<file path="src/rtl/sc_reg_ir_queue_if.sv">
// Handshake/bus bundle for the instruction-register queue: push/pop/flush controls in, head word and decoded fields out.
// The optional sign-extended immediate output exists only when SC_RegIRQ_SIMM13_EN is defined.
interface sc_reg_ir_queue_if #(
    parameter int DATAWIDTH_BUS           = 32,
    parameter int DEPTH                   = 4,
    parameter int DATAWIDTH_BUS_REG_IR    = 5,
    parameter int DATAWIDTH_BUS_REG_IR_OP = 8
);
    localparam int COUNTWIDTH = $clog2(DEPTH) + 1;

    logic                               SC_RegIRQ_Write_InLow;
    logic                               SC_RegIRQ_Pop_InLow;
    logic                               SC_RegIRQ_Flush_InHigh;
    logic [DATAWIDTH_BUS-1:0]           SC_RegIRQ_DataBUS_In;

    logic [DATAWIDTH_BUS-1:0]           SC_RegIRQ_DataBUS_Out;
    logic [DATAWIDTH_BUS_REG_IR-1:0]    SC_RegIRQ_DataBUS_RS1;
    logic [DATAWIDTH_BUS_REG_IR-1:0]    SC_RegIRQ_DataBUS_RS2;
    logic [DATAWIDTH_BUS_REG_IR-1:0]    SC_RegIRQ_DataBUS_RD;
    logic [DATAWIDTH_BUS_REG_IR_OP-1:0] SC_RegIRQ_DataBUS_OP;
    logic                               SC_RegIRQ_DataBUS_IR13;
    logic                               SC_RegIRQ_Empty_Out;
    logic                               SC_RegIRQ_Full_Out;
    logic [COUNTWIDTH-1:0]              SC_RegIRQ_Count_Out;
    logic                               SC_RegIRQ_Overflow_Out;
`ifdef SC_RegIRQ_SIMM13_EN
    logic [DATAWIDTH_BUS-1:0]           SC_RegIRQ_DataBUS_SIMM_Out;
`endif

    modport master (
        output SC_RegIRQ_Write_InLow,
        output SC_RegIRQ_Pop_InLow,
        output SC_RegIRQ_Flush_InHigh,
        output SC_RegIRQ_DataBUS_In,
        input  SC_RegIRQ_DataBUS_Out,
        input  SC_RegIRQ_DataBUS_RS1,
        input  SC_RegIRQ_DataBUS_RS2,
        input  SC_RegIRQ_DataBUS_RD,
        input  SC_RegIRQ_DataBUS_OP,
        input  SC_RegIRQ_DataBUS_IR13,
        input  SC_RegIRQ_Empty_Out,
        input  SC_RegIRQ_Full_Out,
        input  SC_RegIRQ_Count_Out,
`ifdef SC_RegIRQ_SIMM13_EN
        input  SC_RegIRQ_DataBUS_SIMM_Out,
`endif
        input  SC_RegIRQ_Overflow_Out
    );

    modport slave (
        input  SC_RegIRQ_Write_InLow,
        input  SC_RegIRQ_Pop_InLow,
        input  SC_RegIRQ_Flush_InHigh,
        input  SC_RegIRQ_DataBUS_In,
        output SC_RegIRQ_DataBUS_Out,
        output SC_RegIRQ_DataBUS_RS1,
        output SC_RegIRQ_DataBUS_RS2,
        output SC_RegIRQ_DataBUS_RD,
        output SC_RegIRQ_DataBUS_OP,
        output SC_RegIRQ_DataBUS_IR13,
        output SC_RegIRQ_Empty_Out,
        output SC_RegIRQ_Full_Out,
        output SC_RegIRQ_Count_Out,
`ifdef SC_RegIRQ_SIMM13_EN
        output SC_RegIRQ_DataBUS_SIMM_Out,
`endif
        output SC_RegIRQ_Overflow_Out
    );
endinterface

</file>
<file path="src/rtl/sc_reg_ir_queue.sv">
// Instruction-word FIFO with combinational head decode (RS1/RS2/RD/OP/IR13, optional SIMM13 under SC_RegIRQ_SIMM13_EN).
// Latency: a word pushed into an empty queue shows on the head outputs one cycle after the push edge.
// Backpressure: push while full (no pop) is dropped and raises sticky Overflow; pop while empty is ignored.
module sc_reg_ir_queue #(
    parameter int DATAWIDTH_BUS           = 32,
    parameter int DEPTH                   = 4,
    parameter int DATAWIDTH_BUS_REG_IR    = 5,
    parameter int DATAWIDTH_BUS_REG_IR_OP = 8
) (
    input  logic              SC_RegIRQ_CLOCK_50,
    input  logic              SC_RegIRQ_RESET_InHigh,
    sc_reg_ir_queue_if.slave  irqBus
);
    localparam int PTRWIDTH   = $clog2(DEPTH);
    localparam int COUNTWIDTH = PTRWIDTH + 1;

    typedef logic [PTRWIDTH-1:0]      ptr_t;
    typedef logic [COUNTWIDTH-1:0]    count_t;
    typedef logic [DATAWIDTH_BUS-1:0] word_t;

    generate
        if (DATAWIDTH_BUS < 32) begin : gWidthCheck
            $error("sc_reg_ir_queue: DATAWIDTH_BUS must be at least 32");
        end
        if (DEPTH < 2 || (DEPTH & (DEPTH - 1)) != 0) begin : gDepthCheck
            $error("sc_reg_ir_queue: DEPTH must be a power of two and >= 2");
        end
    endgenerate

    word_t  storeMem [DEPTH];
    ptr_t   wrPtr;
    ptr_t   rdPtr;
    count_t entryCount;
    logic   overflowFlag;

    logic   pushReq;
    logic   popReq;
    logic   flushReq;
    logic   queueEmpty;
    logic   queueFull;
    logic   popAcc;
    logic   pushAcc;
    logic   pushDrop;
    logic   memWrEn;
    word_t  headWord;

    assign pushReq  = ~irqBus.SC_RegIRQ_Write_InLow;
    assign popReq   = ~irqBus.SC_RegIRQ_Pop_InLow;
    assign flushReq = irqBus.SC_RegIRQ_Flush_InHigh;

    assign queueEmpty = (entryCount == '0);
    assign queueFull  = (entryCount == count_t'(DEPTH));

    // A full queue still accepts a push when the same edge frees the head slot.
    assign popAcc   = popReq & ~queueEmpty;
    assign pushAcc  = pushReq & (~queueFull | popAcc);
    assign pushDrop = pushReq & queueFull & ~popAcc;

    // Reset and flush both override any same-cycle push into storage.
    assign memWrEn = pushAcc & ~flushReq & ~SC_RegIRQ_RESET_InHigh;

    always_ff @(posedge SC_RegIRQ_CLOCK_50) begin
        if (SC_RegIRQ_RESET_InHigh) begin
            wrPtr        <= '0;
            rdPtr        <= '0;
            entryCount   <= '0;
            overflowFlag <= 1'b0;
        end else if (flushReq) begin
            wrPtr        <= '0;
            rdPtr        <= '0;
            entryCount   <= '0;
            overflowFlag <= 1'b0;
        end else begin
            if (pushAcc) begin
                wrPtr <= wrPtr + 1'b1;
            end
            if (popAcc) begin
                rdPtr <= rdPtr + 1'b1;
            end
            entryCount <= entryCount + count_t'(pushAcc) - count_t'(popAcc);
            if (pushDrop) begin
                overflowFlag <= 1'b1;
            end
        end
    end

    // Storage is never cleared; validity is tracked by the pointers and count alone.
    always_ff @(posedge SC_RegIRQ_CLOCK_50) begin
        if (memWrEn) begin
            storeMem[wrPtr] <= irqBus.SC_RegIRQ_DataBUS_In;
        end
    end

    assign headWord = queueEmpty ? '0 : storeMem[rdPtr];

    // Field positions are fixed to the 32-bit instruction format for any bus width.
    assign irqBus.SC_RegIRQ_DataBUS_Out  = headWord;
    assign irqBus.SC_RegIRQ_DataBUS_RS1  = DATAWIDTH_BUS_REG_IR'(headWord[18:14]);
    assign irqBus.SC_RegIRQ_DataBUS_RS2  = DATAWIDTH_BUS_REG_IR'(headWord[4:0]);
    assign irqBus.SC_RegIRQ_DataBUS_RD   = DATAWIDTH_BUS_REG_IR'(headWord[29:25]);
    assign irqBus.SC_RegIRQ_DataBUS_OP   = DATAWIDTH_BUS_REG_IR_OP'({headWord[31:30], headWord[24:19]});
    assign irqBus.SC_RegIRQ_DataBUS_IR13 = headWord[13];

    assign irqBus.SC_RegIRQ_Empty_Out    = queueEmpty;
    assign irqBus.SC_RegIRQ_Full_Out     = queueFull;
    assign irqBus.SC_RegIRQ_Count_Out    = entryCount;
    assign irqBus.SC_RegIRQ_Overflow_Out = overflowFlag;

`ifdef SC_RegIRQ_SIMM13_EN
    assign irqBus.SC_RegIRQ_DataBUS_SIMM_Out = {{(DATAWIDTH_BUS-13){headWord[12]}}, headWord[12:0]};
`endif

endmodule
</file>
<file path="src/flat_wrapper.sv">
// flat-port wrapper written by rule: the top's interface ports become plain ports
module sc_reg_ir_queue_flat 
#(
    parameter int DATAWIDTH_BUS           = 32,
    parameter int DEPTH                   = 4,
    parameter int DATAWIDTH_BUS_REG_IR    = 5,
    parameter int DATAWIDTH_BUS_REG_IR_OP = 8
)
  (SC_RegIRQ_CLOCK_50, SC_RegIRQ_RESET_InHigh, irqBus_SC_RegIRQ_Write_InLow, irqBus_SC_RegIRQ_Pop_InLow, irqBus_SC_RegIRQ_Flush_InHigh, irqBus_SC_RegIRQ_DataBUS_In, irqBus_SC_RegIRQ_DataBUS_Out, irqBus_SC_RegIRQ_DataBUS_RS1, irqBus_SC_RegIRQ_DataBUS_RS2, irqBus_SC_RegIRQ_DataBUS_RD, irqBus_SC_RegIRQ_DataBUS_OP, irqBus_SC_RegIRQ_DataBUS_IR13, irqBus_SC_RegIRQ_Empty_Out, irqBus_SC_RegIRQ_Full_Out, irqBus_SC_RegIRQ_Count_Out, irqBus_SC_RegIRQ_Overflow_Out);
  sc_reg_ir_queue_if #(.DATAWIDTH_BUS(DATAWIDTH_BUS), .DEPTH(DEPTH), .DATAWIDTH_BUS_REG_IR(DATAWIDTH_BUS_REG_IR), .DATAWIDTH_BUS_REG_IR_OP(DATAWIDTH_BUS_REG_IR_OP)) irqBus_i ();
  input  logic SC_RegIRQ_CLOCK_50;
  input  logic SC_RegIRQ_RESET_InHigh;
  input wire logic [$bits(irqBus_i.SC_RegIRQ_Write_InLow)-1:0] irqBus_SC_RegIRQ_Write_InLow;
  input wire logic [$bits(irqBus_i.SC_RegIRQ_Pop_InLow)-1:0] irqBus_SC_RegIRQ_Pop_InLow;
  input wire logic [$bits(irqBus_i.SC_RegIRQ_Flush_InHigh)-1:0] irqBus_SC_RegIRQ_Flush_InHigh;
  input wire logic [$bits(irqBus_i.SC_RegIRQ_DataBUS_In)-1:0] irqBus_SC_RegIRQ_DataBUS_In;
  output wire logic [$bits(irqBus_i.SC_RegIRQ_DataBUS_Out)-1:0] irqBus_SC_RegIRQ_DataBUS_Out;
  output wire logic [$bits(irqBus_i.SC_RegIRQ_DataBUS_RS1)-1:0] irqBus_SC_RegIRQ_DataBUS_RS1;
  output wire logic [$bits(irqBus_i.SC_RegIRQ_DataBUS_RS2)-1:0] irqBus_SC_RegIRQ_DataBUS_RS2;
  output wire logic [$bits(irqBus_i.SC_RegIRQ_DataBUS_RD)-1:0] irqBus_SC_RegIRQ_DataBUS_RD;
  output wire logic [$bits(irqBus_i.SC_RegIRQ_DataBUS_OP)-1:0] irqBus_SC_RegIRQ_DataBUS_OP;
  output wire logic [$bits(irqBus_i.SC_RegIRQ_DataBUS_IR13)-1:0] irqBus_SC_RegIRQ_DataBUS_IR13;
  output wire logic [$bits(irqBus_i.SC_RegIRQ_Empty_Out)-1:0] irqBus_SC_RegIRQ_Empty_Out;
  output wire logic [$bits(irqBus_i.SC_RegIRQ_Full_Out)-1:0] irqBus_SC_RegIRQ_Full_Out;
  output wire logic [$bits(irqBus_i.SC_RegIRQ_Count_Out)-1:0] irqBus_SC_RegIRQ_Count_Out;
  output wire logic [$bits(irqBus_i.SC_RegIRQ_Overflow_Out)-1:0] irqBus_SC_RegIRQ_Overflow_Out;
  assign irqBus_i.SC_RegIRQ_Write_InLow = irqBus_SC_RegIRQ_Write_InLow;
  assign irqBus_i.SC_RegIRQ_Pop_InLow = irqBus_SC_RegIRQ_Pop_InLow;
  assign irqBus_i.SC_RegIRQ_Flush_InHigh = irqBus_SC_RegIRQ_Flush_InHigh;
  assign irqBus_i.SC_RegIRQ_DataBUS_In = irqBus_SC_RegIRQ_DataBUS_In;
  assign irqBus_SC_RegIRQ_DataBUS_Out = irqBus_i.SC_RegIRQ_DataBUS_Out;
  assign irqBus_SC_RegIRQ_DataBUS_RS1 = irqBus_i.SC_RegIRQ_DataBUS_RS1;
  assign irqBus_SC_RegIRQ_DataBUS_RS2 = irqBus_i.SC_RegIRQ_DataBUS_RS2;
  assign irqBus_SC_RegIRQ_DataBUS_RD = irqBus_i.SC_RegIRQ_DataBUS_RD;
  assign irqBus_SC_RegIRQ_DataBUS_OP = irqBus_i.SC_RegIRQ_DataBUS_OP;
  assign irqBus_SC_RegIRQ_DataBUS_IR13 = irqBus_i.SC_RegIRQ_DataBUS_IR13;
  assign irqBus_SC_RegIRQ_Empty_Out = irqBus_i.SC_RegIRQ_Empty_Out;
  assign irqBus_SC_RegIRQ_Full_Out = irqBus_i.SC_RegIRQ_Full_Out;
  assign irqBus_SC_RegIRQ_Count_Out = irqBus_i.SC_RegIRQ_Count_Out;
  assign irqBus_SC_RegIRQ_Overflow_Out = irqBus_i.SC_RegIRQ_Overflow_Out;
  sc_reg_ir_queue #(.DATAWIDTH_BUS(DATAWIDTH_BUS), .DEPTH(DEPTH), .DATAWIDTH_BUS_REG_IR(DATAWIDTH_BUS_REG_IR), .DATAWIDTH_BUS_REG_IR_OP(DATAWIDTH_BUS_REG_IR_OP)) u_core (.SC_RegIRQ_CLOCK_50(SC_RegIRQ_CLOCK_50), .SC_RegIRQ_RESET_InHigh(SC_RegIRQ_RESET_InHigh), .irqBus(irqBus_i));
endmodule
</file>
<file path="config.mk">
export PLATFORM = sky130hd
export DESIGN_NAME = sc_reg_ir_queue_flat
export DESIGN_NICKNAME = d
export VERILOG_FILES = /design/src/rtl/sc_reg_ir_queue_if.sv /design/src/rtl/sc_reg_ir_queue.sv /design/src/flat_wrapper.sv
export SDC_FILE = /design/constraint.sdc
export NUM_CORES = 1
export LEC_CHECK = 0
export CORE_AREA = 2 2 105 107
export CTS_BUF_LIST = sky130_fd_sc_hd__clkbuf_8
export DETAILED_ROUTE_END_ITERATION = 16
export DIE_AREA = 0 0 107 109
export PLACE_DENSITY = 0.84
export SYNTH_ARGS = -nofsm -noshare
export SYNTH_HDL_FRONTEND = slang
export SYNTH_SLANG_ARGS = --single-unit
</file>
<file path="constraint.sdc">
create_clock -name SC_RegIRQ_CLOCK_50 -period 3 [get_ports SC_RegIRQ_CLOCK_50]
set_input_delay 0.45 -clock SC_RegIRQ_CLOCK_50 [delete_from_list [all_inputs] [get_ports SC_RegIRQ_CLOCK_50]]
set_output_delay 0.45 -clock SC_RegIRQ_CLOCK_50 [all_outputs]
set_load 0.1 [all_outputs]
</file>
Word level (Yosys, flattened, before mapping)
Memories as Yosys holds them, arrays and structs flattened. A register that Yosys moved wholly into a read port is not among the register bits.
Index checks and enable logic that the tools add are counted.
- register bits: 8
- RAM bits: 128
- logic and storage cells: 31
- memories kept: 1
- memory list (memory ; depth ; bits a word ; rd ports ; clocked after memory_dff ; write ports ; RTL line ; source):
    u_core.storeMem ; 4 ; 32 ; 1 ; 1 ; 1 ; sc_reg_ir_queue.sv:30 ; word_t storeMem [DEPTH];
- $add $sub $neg: 4
- eq/ne operators: 1
- multiplexer cells: 5
- bitwise operators: 14
- reductions and logical operators: 2
- operators by type and width (kind ; count):
    2-to-1 mux 32 bit ; 1
    inverter 1 bit ; 7
    bitwise AND 1 bit ; 6
    adder 2 x 1 -> 2 bit (second input constant) ; 2
    2-to-1 mux 2 bit ; 2
    adder 3 x 1 -> 3 bit ; 1
    == test 3 bit (second input constant) ; 1
    zero test 3 bit ; 1
    subtractor 3 x 1 -> 3 bit ; 1
    2-to-1 mux 1 bit ; 2
    OR reduction 2 bit ; 1
    OR 1 bit ; 1

Longest topological paths before layout
- depth after elaboration: 9
- mapped depth: 10
- mapped depth without buffers: 10

Least setup slack after synthesis
OpenSTA, ideal clock, no wires.
- path kind: reg2out
- start point: reg u_core.entryCount[1], in the netlist u_core.irqBus.SC_RegIRQ_Count_Out[1]
- end point: out irqBus_SC_RegIRQ_DataBUS_Out[13]
- arrival time: 3.411 ns
- required time: 2.550 ns
- setup slack: -0.861 ns
- cell stages (with the launch flop): 5
- path through: dfxtp_1 nor3_4 clkbuf_1 nor2b_1 buf_4
- word-level cells in the longest chain between the ends: 2
- RTL lines (what ; RTL line ; source):
    from (decl) ; sc_reg_ir_queue.sv:33 ; count_t entryCount;
    from (signal assigned) ; sc_reg_ir_queue.sv:80 ; entryCount <= entryCount + count_t'(pushAcc) - count_t'(popAcc);
    zero test 3 bit ; sc_reg_ir_queue.sv:51 ; assign queueEmpty = (entryCount == '0);
    2-to-1 mux 32 bit ; sc_reg_ir_queue.sv:94 ; assign headWord = queueEmpty ? '0 : storeMem[rdPtr];
    to (decl) ; flat_wrapper.sv:17 ; output wire logic [$bits(irqBus_i.SC_RegIRQ_DataBUS_Out)-1:0] irqBus_SC_RegIRQ_DataBUS_Out;
No other way between the ends.

Worst setup path after layout
- start point: reg u_core.entryCount[1], in the netlist u_core.irqBus.SC_RegIRQ_Count_Out[1]
- end point: out irqBus_SC_RegIRQ_DataBUS_Out[5]
Same word-level chain as after synthesis.

==> Implementation_results.wiki <==
{| class="wikitable"
! Metric !! Value
|-
| Post-route DRC violation count || 0
|-
| Classification of the worst-slack hold path || register to register
|-
| Antenna diodes || 0
|-
| Final setup violation count || 0
|-
| Clock tree from TritonCTS || yes
|-
| Global Route Usage Sum || 0.187
|-
| Critical Path Sink Type || output pin
|-
| Number of nets with antenna violations after detailed routing || 0
|-
| Sort of element at the start of the critical path || register
|-
| Leading register cell type out of synthesis || sky130_fd_sc_hd__edfxtp_1
|-
| Maximum capacitance violations || 0
|-
| Share of post-route cells with drive strength above 1 || 0.450
|-
| Setup Skew || 10.4 ps
|-
| Maximum number of pins on one net before global-route repair || 36
|-
| Height of the die || 109 um
|-
| Initial antenna violation count || 0
|-
| Critical Path Max Stage Delay || 670 ps
|-
| Worst IR Drop VDD || 0.397 mV
|-
| Global route total overflow || 0
|-
| Cts-stage hold buffer count || 0
|-
| Leading cell type in the layout, fill and taps excluded || sky130_fd_sc_hd__edfxtp_1
|-
| Effective utilization at floorplan || 0.535
|-
| TritonCTS Sinks || 138
|-
| Num CTS Buffers || 17
|-
| Share of the cycle needed by the critical path after routing || 0.863
|-
| Final #Nets || 420
|-
| Post-Synthesis Net Count || ~330
|-
| Boundary Pins || about 100
|-
| Distinct cell type count of the synthesized netlist || 27
|-
| Slew HR || 0.450
|-
| Arrival time at the worst endpoint || 2140 ps
|-
| Drt wl/cell || 18.9 um
|-
| Count of yosys warnings during synthesis || 0
|-
| CTS Root Buffer Type || sky130_fd_sc_hd__clkbuf_8
|-
| Number of flip-flops and latches in the synthesized netlist || 138
|-
| Hold Violations, Final || 0
|-
| Vias in the first global route || 3,017
|-
| Final critical-path required period || between 2000 and 3000 ps
|-
| Static Leak || 2.62 nW
|-
| Cell with the largest stage delay on the worst path || sky130_fd_sc_hd__buf_4
|-
| Post-synthesis instance area || 5680 um^2
|-
| Weighted congestion reported at the end of routability-driven placement || 0.723
|-
| Total Wirelength || roughly 10000 um
|-
| Crit path required time || between 2000 and 3000 ps
|-
| WHS || between 400 and 500 ps
|-
| Status || completed
|-
| Transition time at the pin with the least slew margin || ~800 ps
|-
| Crit-path max FO || 35
|-
| Num rows || 38
|-
| Wire length of the first global-routing pass || 15,800 um
|-
| Leading cell types in the layout, fill and taps excluded || sky130_fd_sc_hd__edfxtp_1 (128), sky130_fd_sc_hd__buf_12 (55), sky130_fd_sc_hd__clkdlybuf4s50_1 (36)
|-
| Via density || 5.27
|-
| Storage element area || 4050 um^2
|-
| Number of enable-type register cells in the synthesized netlist || approximately 130
|-
| Number of cells produced by synthesis || 281
|-
| Cell family contributing the most delay on the critical path || buffers and inverters
|-
| CTS-repair resized insts || 0
|-
| Setup TNS || 0 ps
|-
| Area growth from synthesis to final layout || 35.3%
|-
| 1st-iter DRT viols || 134
|-
| Critical path buffer and inverter count || 2
|-
| Area of the multi-input gates || 1410 um^2
|-
| Total half-perimeter wirelength after legalization and detailed placement || about 6500 um
|-
| Maximum clock path buffer count || 2
|-
| Ordered cell list for the critical path || nor3_4 -> buf_4 -> nor2b_1 -> buf_12
|-
| Register area share after synthesis || 0.713
|-
| Fill cell count || approximately 600
|-
| Class of the most critical setup path || register to output pin
|-
| Post-CTS Setup Repair Bufs || 0
|-
| Router iterations before antenna repair || 4
|-
| PD cells || 744 nW/um^2
|-
| Placed Instance Area || 7270 um^2
|-
| Async S/R FF share, synth || 0
|-
| Port Buffer Count || 98
|-
| Core Footprint || about 11,000 um^2
|-
| Fmax || roughly 390 MHz
|-
| Mean post-synth cell area || 20.2 um^2
|-
| Max Slew Vio Count || 0
|-
| Full die area || approximately 12,000 um^2
|-
| Unrepaired setup endpoints after global routing || no
|-
| Clock input transition at the sequential cells of the worst setup and hold paths || 70 ps
|-
| Design area || 7680 um^2
|-
| Number of levels in the clock H-tree || 4
|-
| Worst-Skew Late Latency || 430 ps
|-
| Width of the die || 107 um
|-
| Via count of the routed design || 2,790
|}
[Yosys cell counts, types with 2 or more instances]
cell type                  instances  share of area
sky130_fd_sc_hd__and2_1            2         0.0022
sky130_fd_sc_hd__and3_1            4         0.0044
sky130_fd_sc_hd__buf_12            3          0.011
sky130_fd_sc_hd__buf_2             3         0.0026
sky130_fd_sc_hd__buf_4            25          0.033
sky130_fd_sc_hd__clkbuf_1          3         0.0020
sky130_fd_sc_hd__dfxtp_1          10          0.035
sky130_fd_sc_hd__edfxtp_1        128           0.68
sky130_fd_sc_hd__ha_1              6          0.013
sky130_fd_sc_hd__inv_1             6         0.0040
sky130_fd_sc_hd__mux2i_1           4         0.0071
sky130_fd_sc_hd__mux4_2           32           0.13
sky130_fd_sc_hd__nand2_1           6         0.0040
sky130_fd_sc_hd__nor2_1            2         0.0013
sky130_fd_sc_hd__nor2b_1          20          0.022
sky130_fd_sc_hd__nor2b_4          12          0.029
sky130_fd_sc_hd__nor3_1            2         0.0018
sky130_fd_sc_hd__nor3b_2           2         0.0044
sky130_fd_sc_hd__o21ai_0           2         0.0018
sky130_fd_sc_hd__xnor2_1           2         0.0031
[routing by layer]
layer	vias to the layer above	part of all wire	GRT usage
li1	1258	-	-
met1	1407	0.40	0.222
met2	107	0.53	0.321
met3	18	0.060	0.0640
met4	0	0.017	0.0677
met5	-	0	0
[layout make-up]
cell class / instances / share of cell area
Tap cell: 140 / 0.0228
Clock buffer: 21 / 0.0376
Timing Repair Buffer: 111 / 0.210
Multi-Input combinational cell: 102 / 0.184
Inverter: 6 / 0.00293
Clock inverter: 11 / 0.0156
Sequential cell: 138 / 0.527
[worst register-to-register path, stage by stage, from the launching register on]
cell and delay (ps):
sky130_fd_sc_hd__dfxtp_2 440, sky130_fd_sc_hd__nor3_4 70, sky130_fd_sc_hd__nor2_1 160, sky130_fd_sc_hd__ha_1 260, sky130_fd_sc_hd__inv_1 60, sky130_fd_sc_hd__ha_1 140, sky130_fd_sc_hd__inv_1 50, sky130_fd_sc_hd__fa_1 370
sky130_fd_sc_hd__xnor2_1 150, sky130_fd_sc_hd__xnor2_1 120, sky130_fd_sc_hd__and2_1 150
[cells by family after synthesis]
| group | Yosys count | share of synthesized area |
|---|---|---|
| muxes | 36 | 0.134 |
| buffers and inverters | 41 | 0.0542 |
| xor gates and xnor gates | 2 | 0.00309 |
| and+or+nand+nor | 53 | 0.0750 |
| AOI/OAI and AO/OA | 4 | 0.00441 |
| DFF | 138 | 0.713 |
| adders and majority gates | 7 | 0.0168 |
[flip-flops by register name, summed over array words and instances (netlist names), named ones only]
register and count:
u_core.storeMem 128, u_core.irqBus.SC_RegIRQ_Count_Out 3, u_core.rdPtr 2, u_core.wrPtr 2, u_core.irqBus.SC_RegIRQ_Overflow_Out 1
[path summary, 6_finish.rpt]
path                                         from  depth (start not counted)                                   end  slack, ps
max reg2reg  u_core.irqBus.SC_RegIRQ_Count_Out[1]                         10  u_core.irqBus.SC_RegIRQ_Count_Out[2]        910
max          u_core.irqBus.SC_RegIRQ_Count_Out[1]                          4       irqBus_SC_RegIRQ_DataBUS_Out[5]        410
min                               u_core.rdPtr[1]                          2                              register        500
min reg2reg                       u_core.rdPtr[1]                          2                              register        500
[power by group]
| part | switching [mW] | internal, mW | total, mW |
|---|---|---|---|
| registers | 0.0173 | 2.13 | 2.15 |
| clock network | 0.672 | 0.825 | 1.50 |
| logic | 1.40 | 0.677 | 2.07 |
[metrics by stage]
stage	power (mW)	instances	utilization	setup slack [ps]
finish	5.72	529	0.724	412
global route	5.90	529	0.724	297
CTS	5.76	529	0.724	349
detailed placement	4.28	497	0.686	361
global placement	4.25	497	0.686	494
floorplan	3.63	281	-	6.84
No activity file was read; power rests on OpenSTA's default activity.
